`config.mk`:
```
export PLATFORM = sky130hd
export DESIGN_NAME = pl_mem_arbiter
export DESIGN_NICKNAME = d
export VERILOG_FILES = /design/src/rtl/pl_mem_arb_pkg.sv /design/src/rtl/pl_latency_counter.sv /design/src/rtl/pl_mem_arbiter.sv
export SDC_FILE = /design/constraint.sdc
export NUM_CORES = 1
export LEC_CHECK = 0
export CAP_MARGIN = 20
export CORE_AREA = 2 2 104 106
export CTS_BUF_LIST = sky130_fd_sc_hd__clkbuf_8
export CTS_CLUSTER_DIAMETER = 30
export DETAILED_ROUTE_END_ITERATION = 10
export DIE_AREA = 0 0 106 108
export GPL_ROUTABILITY_DRIVEN = 0
export PLACE_DENSITY = 0.66
export SLEW_MARGIN = 20
export SYNTH_ARGS = -nofsm -noshare
export SYNTH_HDL_FRONTEND = slang
export SYNTH_HIERARCHICAL = 1
export SYNTH_SLANG_ARGS = --single-unit
export TNS_END_PERCENT = 50
```
`constraint.sdc`:
```
create_clock -name clk -period 2.4 [get_ports clk]
set_clock_uncertainty 0.15 [all_clocks]
set_input_delay 0.6 -clock clk [delete_from_list [all_inputs] [get_ports clk]]
set_output_delay 0.6 -clock clk [all_outputs]
set_load 0.05 [all_outputs]
```
`src/rtl/pl_mem_arb_pkg.sv`:
```
// Shared types and defaults for the unified-memory arbiter.
// Contents:
//   arb_state_t        : arbiter FSM state encoding
//   DEF_LATENCY        : default memory read latency (cycles from issue to data)
//   DEF_MAX_DM_STREAK  : default number of back-to-back DM grants allowed while IF waits
package pl_mem_arb_pkg;

  typedef enum logic [1:0] {
    IDLE    = 2'd0,
    BUSY_IF = 2'd1,
    BUSY_DM = 2'd2
  } arb_state_t;

  localparam int unsigned DEF_LATENCY       = 2;
  localparam int unsigned DEF_MAX_DM_STREAK = 4;

endpackage

```
`src/rtl/pl_latency_counter.sv`:
```
// Down-counter that tracks the cycles remaining on an outstanding memory read.
// Ports:
//   i_clk      : rising-edge clock
//   i_reset    : synchronous active-low reset (clears the count)
//   i_en       : count enable; when low the count holds
//   i_load     : load i_load_val (takes priority over decrement)
//   i_load_val : value loaded on i_load
//   i_dec      : decrement request; the count never wraps below zero
//   o_zero     : count is zero
module pl_latency_counter #(
  parameter int unsigned WIDTH = 2
) (
  input  logic             i_clk,
  input  logic             i_reset,
  input  logic             i_en,
  input  logic             i_load,
  input  logic [WIDTH-1:0] i_load_val,
  input  logic             i_dec,
  output logic             o_zero
);

  logic [WIDTH-1:0] r_cnt;

  always_ff @(posedge i_clk) begin
    if (!i_reset) begin
      r_cnt <= '0;
    end else if (i_en) begin
      if (i_load) begin
        r_cnt <= i_load_val;
      end else if (i_dec && (r_cnt != '0)) begin
        r_cnt <= r_cnt - WIDTH'(1);
      end
    end
  end

  assign o_zero = (r_cnt == '0);

endmodule

```
`src/rtl/pl_mem_arbiter.sv`:
```
// Single-port unified-memory arbiter between the IF fetch port and the
// MEM-stage load/store port. DM has priority, but IF is forced through after
// MAX_DM_STREAK consecutive DM grants taken while IF was waiting.
// Stores complete in their issue cycle; reads complete LATENCY cycles after issue.
// Ports:
//   clk, reset (sync, active-low), enable (global freeze when low)
//   if_req/if_addr -> if_rdata/if_valid/stall_if           : fetch port
//   dm_req/dm_we/dm_addr/dm_wdata -> dm_rdata/dm_valid/stall_dm : data port
//   mem_req/mem_we/mem_addr/mem_wdata, mem_rdata           : memory side
module pl_mem_arbiter
  import pl_mem_arb_pkg::*;
#(
  parameter int unsigned LATENCY       = DEF_LATENCY,
  parameter int unsigned MAX_DM_STREAK = DEF_MAX_DM_STREAK
) (
  input  logic        clk,
  input  logic        reset,
  input  logic        enable,
  input  logic        if_req,
  input  logic [31:0] if_addr,
  output logic [31:0] if_rdata,
  output logic        if_valid,
  output logic        stall_if,
  input  logic        dm_req,
  input  logic        dm_we,
  input  logic [31:0] dm_addr,
  input  logic [31:0] dm_wdata,
  output logic [31:0] dm_rdata,
  output logic        dm_valid,
  output logic        stall_dm,
  output logic        mem_req,
  output logic        mem_we,
  output logic [31:0] mem_addr,
  output logic [31:0] mem_wdata,
  input  logic [31:0] mem_rdata
);

  localparam int unsigned CNT_W = $clog2(LATENCY + 1);
  localparam int unsigned STK_W = $clog2(MAX_DM_STREAK + 1);
  localparam logic [CNT_W-1:0] CNT_LOAD = CNT_W'(LATENCY - 1);
  localparam logic [STK_W-1:0] STK_MAX  = STK_W'(MAX_DM_STREAK);

  arb_state_t       r_state;
  logic [STK_W-1:0] r_streak;

  logic w_active;
  logic w_idle;
  logic w_grant_dm;
  logic w_grant_if;
  logic w_read_grant;
  logic w_cnt_zero;
  logic w_done;
  logic w_if_done;
  logic w_dm_done;
  logic w_store;

  // Nothing is granted or completed while in reset or frozen.
  assign w_active = reset & enable;
  assign w_idle   = (r_state == IDLE);

  // DM wins a tie unless IF has already been passed over MAX_DM_STREAK times.
  assign w_grant_dm   = w_active & w_idle & dm_req & (~if_req | (r_streak != STK_MAX));
  assign w_grant_if   = w_active & w_idle & if_req & ~w_grant_dm;
  assign w_store      = w_grant_dm & dm_we;
  assign w_read_grant = w_grant_if | (w_grant_dm & ~dm_we);

  assign w_done    = w_active & ~w_idle & w_cnt_zero;
  assign w_if_done = w_done & (r_state == BUSY_IF);
  assign w_dm_done = w_done & (r_state == BUSY_DM);

  pl_latency_counter #(
    .WIDTH(CNT_W)
  ) u_lat_cnt (
    .i_clk     (clk),
    .i_reset   (reset),
    .i_en      (enable),
    .i_load    (w_read_grant),
    .i_load_val(CNT_LOAD),
    .i_dec     (~w_idle),
    .o_zero    (w_cnt_zero)
  );

  always_ff @(posedge clk) begin
    if (!reset) begin
      r_state  <= IDLE;
      r_streak <= '0;
    end else if (enable) begin
      case (r_state)
        IDLE: begin
          if (w_grant_dm) begin
            if (!dm_we) r_state <= BUSY_DM;
            if (if_req) begin
              if (r_streak != STK_MAX) r_streak <= r_streak + STK_W'(1);
            end else begin
              r_streak <= '0;
            end
          end else if (w_grant_if) begin
            r_state  <= BUSY_IF;
            r_streak <= '0;
          end
        end
        BUSY_IF, BUSY_DM: begin
          if (w_cnt_zero) r_state <= IDLE;
        end
        default: r_state <= IDLE;
      endcase
    end
  end

  always_comb begin
    mem_req   = w_grant_dm | w_grant_if;
    mem_we    = w_store;
    mem_addr  = '0;
    mem_wdata = '0;
    if (w_grant_dm) begin
      mem_addr  = dm_addr;
      mem_wdata = dm_wdata;
    end else if (w_grant_if) begin
      mem_addr  = if_addr;
    end
  end

  assign if_valid = w_if_done;
  assign if_rdata = w_if_done ? mem_rdata : '0;
  assign dm_valid = w_dm_done | w_store;
  assign dm_rdata = w_dm_done ? mem_rdata : '0;

  // Stalls track the live request, so a dropped request releases immediately.
  assign stall_if = reset & if_req & ~w_if_done;
  assign stall_dm = reset & dm_req & ~(w_dm_done | w_store);

endmodule

```
==> flow_results.org, run 1 <==
** Logic synthesis
- Fraction of synthesized cell area taken by the top area cell type :: 38.5%
- The largest total area in the synthesized netlist belongs to sky130_fd_sc_hd__and2_1.
- The cell area that synthesis handed to floorplanning was 1560 um^2.
- Sequential element share of the synthesized area :: 8.98%
- Post-Synthesis Mean Instance Area :: 7.19 um^2
- Total of warnings raised by yosys :: 6
- Top cells by area in the synthesized netlist :: sky130_fd_sc_hd__and2_1 (38%), sky130_fd_sc_hd__a22o_1 (18%), sky130_fd_sc_hd__dfxtp_1 (9.0%)
- The synthesized design contains 7 register bits.
- Synthesis produced 217 cells.
- Distinct cell type count after synthesis :: 34

** Setup path
- The worst register-to-register path ends at u_lat_cnt/r_cnt[0]$_SDFFE_PN0P_.
- Nature of the critical path endpoint :: output pin
- Worst-case register-to-register setup slack :: 0.41 ns
- Critical Path Max Stage Delay :: 0.31 ns
- Origin of the critical flop-to-flop path :: r_state[0]$_SDFFE_PN0P_
- Among all stages on the critical path, the largest delay is contributed by sky130_fd_sc_hd__dfxtp_2.
- Capture point of the critical path :: mem_addr[8]
- CP dominant cell by count :: sky130_fd_sc_hd__buf_6
- Data on the critical path is required at its endpoint by 1.65 ns.
- Start point of the critical path :: r_state[0]$_SDFFE_PN0P_
- Depth of the worst register-to-register path :: 9
- The critical path goes through inv_2 > ha_4 > buf_6 > nand4_1 > a21oi_4 > buf_6 > clkbuf_16 > a22o_4 > buf_12.
- Along the worst path, the maximum fanout reaches 8.
- The worst setup path is of the register to output pin kind.
- The worst setup path is launched from a register.
- Data arrival, critical path :: 1.78 ns

** Floorplan
- Std-Cell Core Area :: 10200 um^2
- Ports :: 268
- The initialized floorplan defines 37 standard-cell rows.
- The die is 106 um wide.
- Initial core utilization :: 15.3%
- The die is 108 um tall.
- Die Outline Area :: 11400 um^2

** Placement
- Buffers placed on the I/O ports in this run total 267.
- Once placement completed, the tool counted placed cells totaling 623.
- HPWL reported at the end of detailed placement :: 10400 um
- Timing analysis after detailed placement gives a worst setup slack of -0.559 ns.

** Power and ir drop
- Of the total power, the clock network draws 14.8%.
- VDD sags by at most 0.000303 V.
- Part of the total power dissipated in sequential elements :: 10.9%
- Fraction of power spent switching nets :: 36.2%
- Power share of the combinational group :: 74.3%
- For this design the ratio of total power to cell area is 162 nW/um^2.
- Power dissipated by switching net loads :: 404 uW
- The internal portion of the total power is 713 uW.
- In this run the static leakage power is 2.93 nW.

** Global route
- The initial antenna violation count was 0.
- Entering global routing, the biggest net connects 35 pins.
- Sum of overflow across all layers after global routing :: 0
- The number of global-route vias before repair is 3031.
- Total routing resource utilization after global routing :: 22.1%
- The first global-routing pass estimated 19100 um of wire.

** STA
- Summed over all failing endpoints, the final setup total negative slack is -9.71 ns.
- Clock period minus worst slack :: 2.53 ns
- Fin Hold WS :: 0.304 ns
- FMAX :: 395 MHz
- Finish-stage setup viols :: 130
- The count of endpoints failing hold in the final timing report is 0.
- Final-report max-slew violation count :: 0
- Setup slack on the critical path of the routed design comes to -0.129 ns.
- Setup repair after global routing could not meet its margin everywhere.
- Final period util :: 105%

** Min path
- The path class of the tightest hold or removal check is register to register.

** Final layout
- Fraction of layout cells with a size suffix above 1 :: 61.5%
- Core occupancy in the finished layout :: 67.4%
- Number of inserted diodes :: 0
- The finished layout holds 655 standard cells, fillers aside.
- The net count of the finished layout is 660.
- Growth of design area from synthesis to finish :: 342%

** Clocking
- CTS built an H-tree with a depth of 1.
- The root buffer cell chosen for the clock tree is sky130_fd_sc_hd__clkbuf_8.
- CTS saw 7 sinks.
- Clk pin slew, worst setup/hold paths :: 0.04 ns
- Clock latency on the worst-skew pair, taken at its later pin, is 0.23 ns.
- TritonCTS created 3 clock buffers.
- Clock tree from TritonCTS :: done
- Number of buffers on the longest clock path :: 2

** Status
- Violations in the final reports :: negative setup slack
- Result of the run :: complete, but fails checks

** Routing
- For this block, the via count after detailed routing is 2904.
- Count of unresolved DRC violations after routing :: 0
- DRC marker count from the first detailed-route iteration :: 77
- Routed via count divided by cell count :: 4.43
- Wirelength per Cell :: 22.3 um
- Post-DRT Antenna Nets :: 0
- Detailed-routing iteration count for the pre-antenna-repair pass :: 4
- DRT Wirelength :: 14600 um

** Run
- The tool flagged a number of max-cap violations equal to 0.
==> final cells by class <==
cell class	instances	area [um^2]
multi-input cells	184	1820
clock buffers	3	41.3
repair buffers	315	4680
flip-flops and latches	7	145
fillers	720	3330
clock inverters	1	3.75
inverters	9	33.8
well taps	136	170
==> stage by stage <==
stage                     area [um^2]  total power, mW
after floorplan                  1650            0.368
after global placement           5910            0.810
after detailed placement         5910            0.819
after CTS                        6630             1.09
after global routing             6900             1.15
final                            6900             1.12
==> metal layers <==
metal  vias to the layer above  share of wire [%]  global-route usage [%]
li1                       1350                  -                       -
met1                      1387                 37                    23.1
met2                       132                 53                    42.5
met3                        35                5.6                    4.34
met4                         0                4.8                    10.5
met5                         -                  0                       0
==> how the worst min path moves through the flow <==
stage / startpoint / to / slack (ns) / depth (start not counted)
after floorplan: u_lat_cnt/r_cnt[1]$_SDFFE_PN0P_ / u_lat_cnt/r_cnt[1]$_SDFFE_PN0P_ / 0.28 / 2
after detailed placement: u_lat_cnt/r_cnt[1]$_SDFFE_PN0P_ / u_lat_cnt/r_cnt[1]$_SDFFE_PN0P_ / 0.30 / 2
after global placement: u_lat_cnt/r_cnt[1]$_SDFFE_PN0P_ / u_lat_cnt/r_cnt[1]$_SDFFE_PN0P_ / 0.29 / 2
final: u_lat_cnt/r_cnt[1]$_SDFFE_PN0P_ / u_lat_cnt/r_cnt[1]$_SDFFE_PN0P_ / 0.30 / 2
after global routing: u_lat_cnt/r_cnt[1]$_SDFFE_PN0P_ / u_lat_cnt/r_cnt[1]$_SDFFE_PN0P_ / 0.33 / 2
after CTS: u_lat_cnt/r_cnt[1]$_SDFFE_PN0P_ / u_lat_cnt/r_cnt[1]$_SDFFE_PN0P_ / 0.31 / 2
==> cells by family after synthesis <==
group / Yosys count / share of synthesized area, %
AND/OR/NAND/NOR: 126 / 49.2
AO/OA/AOI/OAI: 48 / 27.7
buffers and inverters: 27 / 8.18
flip-flops: 7 / 8.98
adder cells (fa/ha/maj): 6 / 4.81
other: 2 / 0.481
multiplexers: 1 / 0.642
==> cell usage after synthesis (all sizes together) <==
library cell,n
a22o,32
o21ai,3
and2,97
mux2i,1
buf,11
a21oi,1
nand2,8
nand4,3
and4,2
a31oi,1
nor2,4
a311oi,1
o211a,1
nand3,3
o21a,1
a32o,1
inv,9
a21boi,3
and3,1
ha,6
dfxtp,7
nor2b,5
conb,2
or2,1
o211ai,3
clkbuf,7
a32oi,1
nand2b,2
==> power by group through the flow <==
stage | clock, mW | sequential, mW | combinational (mW)
final | 0.165 | 0.122 | 0.830
after global routing | 0.175 | 0.122 | 0.858
after CTS | 0.170 | 0.122 | 0.802
after detailed placement | 0 | 0.124 | 0.695
after global placement | 0 | 0.123 | 0.686
after floorplan | 0 | 0.123 | 0.245
==> worst max-delay path, delay by kind of cell (launching register included) <==
family	cells	cell delay, ns
buffers and inverters	5	0.62
AO/OA/AOI/OAI	2	0.31
flip-flops	1	0.31
adder cells (fa/ha/maj)	1	0.17
AND/OR/NAND/NOR	1	0.13
==> registers in the layout (all words and copies together) (netlist names) <==
name and flops:
r_streak 3, r_state 2, u_lat_cnt/r_cnt 2
==> cells in the final DEF, fill, tap and decap left out, types with 3 or more instances in the layout <==
| cell type | instances |
|---|---|
| sky130_fd_sc_hd__nand3_1 | 3 |
| sky130_fd_sc_hd__buf_16 | 7 |
| sky130_fd_sc_hd__dfxtp_1 | 3 |
| sky130_fd_sc_hd__and2_2 | 9 |
| sky130_fd_sc_hd__a22o_4 | 32 |
| sky130_fd_sc_hd__nor2b_1 | 4 |
| sky130_fd_sc_hd__buf_4 | 23 |
| sky130_fd_sc_hd__and2_1 | 20 |
| sky130_fd_sc_hd__and2_4 | 68 |
| sky130_fd_sc_hd__clkbuf_8 | 3 |
| sky130_fd_sc_hd__conb_1 | 3 |
| sky130_fd_sc_hd__o21ai_0 | 3 |
| sky130_fd_sc_hd__inv_2 | 4 |
| sky130_fd_sc_hd__buf_2 | 3 |
| sky130_fd_sc_hd__nand2_1 | 8 |
| sky130_fd_sc_hd__inv_1 | 6 |
| sky130_fd_sc_hd__ha_1 | 3 |
| sky130_fd_sc_hd__clkbuf_16 | 5 |
| sky130_fd_sc_hd__buf_6 | 7 |
| sky130_fd_sc_hd__buf_12 | 139 |
| sky130_fd_sc_hd__dfxtp_2 | 4 |
| sky130_fd_sc_hd__o211ai_1 | 3 |
| sky130_fd_sc_hd__clkdlybuf4s50_1 | 128 |
==> what timing repair did <==
item                                    in CTS  in global routing
buffers inserted                            14                  2
hold buffers                                 0                  0
cloned                                       8                  7
resized for setup                           98                 53
endpoints found under the setup margin     136                133
pin swaps                                   24                 39
hold endpoints to repair                     0                  0
(Power assumes the default switching activity.)
==> run 2, diff against run 1 <==
--- a/config.mk
+++ b/config.mk
@@ -12,6 +12,7 @@
 export DETAILED_ROUTE_END_ITERATION = 10
 export DIE_AREA = 0 0 106 108
 export GPL_ROUTABILITY_DRIVEN = 0
+export MAX_ROUTING_LAYER = met4
 export PLACE_DENSITY = 0.66
 export SLEW_MARGIN = 20
 export SYNTH_ARGS = -nofsm -noshare
==> run 2 against run 1 <==
The run still ends with negative setup slack left. Routed wire length is 1.1% lower. Worst hold slack better by 0.00076 ns. Via count is 1.1% lower. Power hardly changed. Combinational power hardly changed. Final cell count stayed put. Die area stayed put. Non-clock buffer count stayed put. Sequential power hardly changed. Fmax is 0.19% higher. Sequential share of layout area hardly changed. Core utilization is 0.061 points lower.
==> flow_results.org, run 2 (synthesized netlist as in run 1, its figures left out) <==
** Status
- Result of the run :: complete, but fails checks
- The final reports fail on negative setup slack.

** Global route
- GR Util met1 :: 23.2%
- The initial antenna violation count is 0.
- Sum of overflow across all layers after global routing :: 0
- Global-route met3 utilization :: 4.22%
- Wire length of the first global-routing pass :: 19100 um
- Gr busiest metal :: met2
- Global routing used 42.6% of the available met2 tracks.
- The number of global-route vias before repair is 3037.
- In the global route stage, overall resource usage came out at 22.9%.
- Entering global routing, the biggest net connects 35 pins.

** Min path
- Worst Hold Path EP :: u_lat_cnt/r_cnt[1]$_SDFFE_PN0P_
- Hold crit path type :: register to register
- The worst hold path begins at u_lat_cnt/r_cnt[1]$_SDFFE_PN0P_.
- Cell count of the worst hold path :: 2

** Setup path
- STA puts the critical path data arrival time at 1.77 ns.
- Startpoint class of the critical path :: register
- CP dominant cell by count :: sky130_fd_sc_hd__buf_6
- In this run the register-to-register setup slack is 0.42 ns.
- STA classifies the critical path endpoint as an output pin.
- Depth of the worst register-to-register path :: 9
- Largest delay share family, worst path :: buffers and inverters
- Required @ worst endpoint :: 1.65 ns
- Maximum fanout along the worst path :: 8
- Critical-path cell with the highest stage delay :: sky130_fd_sc_hd__dfxtp_2
- The signal on the critical path passes through inv_2 > ha_4 > buf_6 > nand4_1 > a21oi_4 > buf_6 > clkbuf_16 > a22o_4 > buf_12.
- Setup Crit Path Kind :: register to output pin
- Origin of the critical flop-to-flop path :: r_state[0]$_SDFFE_PN0P_
- R2R Path End :: u_lat_cnt/r_cnt[0]$_SDFFE_PN0P_
- Critical Path Max Stage Delay :: 0.31 ns
- Buffers plus inverters on the worst setup path :: 5

** STA
- Setup repair after global routing missed its margin :: true
- Post-route worst setup slack :: -0.124 ns
- FMAX :: 396 MHz
- Setup violations remaining at the end of the flow were counted as 130.
- The count of endpoints failing hold in the final timing report is 0.
- Counting I/O delays and the setup requirement, the final critical path takes 2.52 ns.
- Final period util :: 105%
- The final number of max-transition violations was 0.

** Floorplan
- Std-Cell Core Area :: 10200 um^2
- Die W :: 106 um
- DIE HEIGHT :: 108 um
- Once the floorplan was initialized, standard cells occupied 15.3% of the core.
- Count of standard-cell rows :: 37
- For this design the top-level I/O count stands at 268.
- The die covers 11400 um^2.

** Final layout
- After the last flow step, the layout net total stands at 660.
- The number of antenna diodes in the final layout is 0.
- More flip-flops sit in one register than any other, and that register is r_streak.
- Final Instance Area :: 6890 um^2
- In the final layout, the share of cells above drive strength 1 is 60.7%.
- Biggest regs :: r_streak x3, r_state x2, u_lat_cnt/r_cnt x2
- Growth of design area from synthesis to finish :: 342%
- Leaving out filler cells and counting taps, the final layout contains 655.
- Most frequent standard cell in the layout excluding fill and tap cells :: sky130_fd_sc_hd__buf_12
- Max reg flops :: 3
- Most used cells in the layout excluding fill and tap cells :: sky130_fd_sc_hd__buf_12 (139), sky130_fd_sc_hd__clkdlybuf4s50_1 (128), sky130_fd_sc_hd__and2_4 (64)

** Clocking
- Total clock sinks :: 7
- Clk pin slew, worst setup/hold paths :: 0.04 ns
- TritonCTS built the clock tree.
- The later pin in the worst-skew pair is clocked with a latency of 0.23 ns.
- Number of buffers on the longest clock path :: 2
- In this run, post-CTS hold repair placed 0 buffers.
- CTS placed an instance of sky130_fd_sc_hd__clkbuf_8 at the clock tree root.
- Total CTS buffers :: 3
- In this run the number of H-tree levels came out at 1.

** Routing
- After detailed routing, the average wire length per cell comes to 22.0 um.
- DRC marker count from the first detailed-route iteration :: 70
- Post-DRT Antenna Nets :: 0
- For this run, design rule violations remaining after detail routing come to 0.
- The first detailed-routing pass took 4 iterations.
- Routed via count divided by cell count :: 4.39
- After detailed routing, the total wire length is 14400 um.
- Total number of vias :: 2873

** Placement
- During placement, the flow inserted port buffers numbering 267.
- Cell area after placement :: 5910 um^2
- Including well taps, the total number of placed cells is 623.
- HPWL reported at the end of detailed placement :: 10400 um
- Pre-CTS setup slack :: -0.559 ns

** Power and ir drop
- Reported leakage power :: 2.92 nW
- Peak VDD IR :: 0.000303 V
- Cell Pwr Density :: 162 nW/um^2

** Run
- Across the run, the number of max-cap violations was 0.
==> run 2: cell counts in the layout (fill, tap and decap cells not counted) <==
No cell type changed its count.
==> run 2: worst max-delay path by stage <==
stage	start	cells after the start	endpoint	slack [ns]
after global placement	reset	6	mem_wdata[13]	-0.54
after CTS	r_state[1]$_SDFFE_PN0P_	10	mem_addr[27]	-0.18
final	r_state[0]$_SDFFE_PN0P_	9	mem_addr[16]	-0.12
after floorplan	if_req	4	stall_dm	-0.18
after global routing	r_state[0]$_SDFFE_PN0P_	9	mem_addr[8]	-0.19
after detailed placement	reset	6	mem_wdata[7]	-0.56
==> run 2: repair_timing <==
| action | CTS | global route |
|---|---|---|
| setup endpoints to repair | 136 | 133 |
| pin swaps | 24 | 39 |
| buffers inserted | 14 | 2 |
| resized for setup | 98 | 50 |
| gates cloned | 8 | 7 |
==> run 2: per-layer routing <==
| layer | vias up | share of wire (%) |
|---|---|---|
| met5 | - | 0 |
| met4 | 0 | 4.7 |
| met3 | 35 | 6.2 |
| met2 | 126 | 53 |
| met1 | 1364 | 36 |
| li1 | 1348 | - |
==> run 2: layout make-up <==
type / instances / area, um^2
Timing Repair Buffer: 315 / 4690
Clock inverter: 1 / 3.75
Tap cell: 136 / 170
Fill cell: 724 / 3340
Sequential cell: 7 / 145
Multi-Input combinational cell: 184 / 1810
Clock buffer: 3 / 41.3
Inverter: 9 / 33.8
==> run 2: report_power, final <==
group	switching (mW)	total, mW	internal (mW)	leakage [nW]
logic	0.347	0.829	0.483	2.84
registers	0.00187	0.122	0.120	0.0586
clock network	0.0552	0.166	0.111	0.0269
total	0.404	1.12	0.714	2.92
==> run 2: worst reg2reg max path, cell delays in order (launching register included) <==
cell                       delay, ns
sky130_fd_sc_hd__dfxtp_2        0.31
sky130_fd_sc_hd__inv_2          0.07
sky130_fd_sc_hd__ha_4           0.17
sky130_fd_sc_hd__nand4_4        0.11
sky130_fd_sc_hd__buf_6          0.14
sky130_fd_sc_hd__a311oi_4       0.21
sky130_fd_sc_hd__buf_4          0.19
sky130_fd_sc_hd__nor2_1         0.08
sky130_fd_sc_hd__o21a_1         0.22
sky130_fd_sc_hd__a32o_1         0.22
==> run 2: stage by stage <==
step | hold slack (ns) | power, mW | utilization [%] | TNS (ns)
floorplan | 0.285 | 0.368 | - | -0.676
global route | 0.327 | 1.15 | 67.4 | -19.74
detailed placement | 0.302 | 0.819 | 57.8 | -65.96
finish | 0.304 | 1.12 | 67.4 | -9.74
global placement | 0.292 | 0.810 | 57.8 | -63.32
CTS | 0.308 | 1.09 | 64.8 | -16.90
==> run 3, diff against run 2 <==
--- a/config.mk
+++ b/config.mk
@@ -14,6 +14,7 @@
 export GPL_ROUTABILITY_DRIVEN = 0
 export MAX_ROUTING_LAYER = met4
 export PLACE_DENSITY = 0.66
+export RECOVER_POWER = 50
 export SLEW_MARGIN = 20
 export SYNTH_ARGS = -nofsm -noshare
 export SYNTH_HDL_FRONTEND = slang
==> results of run 3 <==
No change in the layout: final DEF, timing and power equal those of run 2.
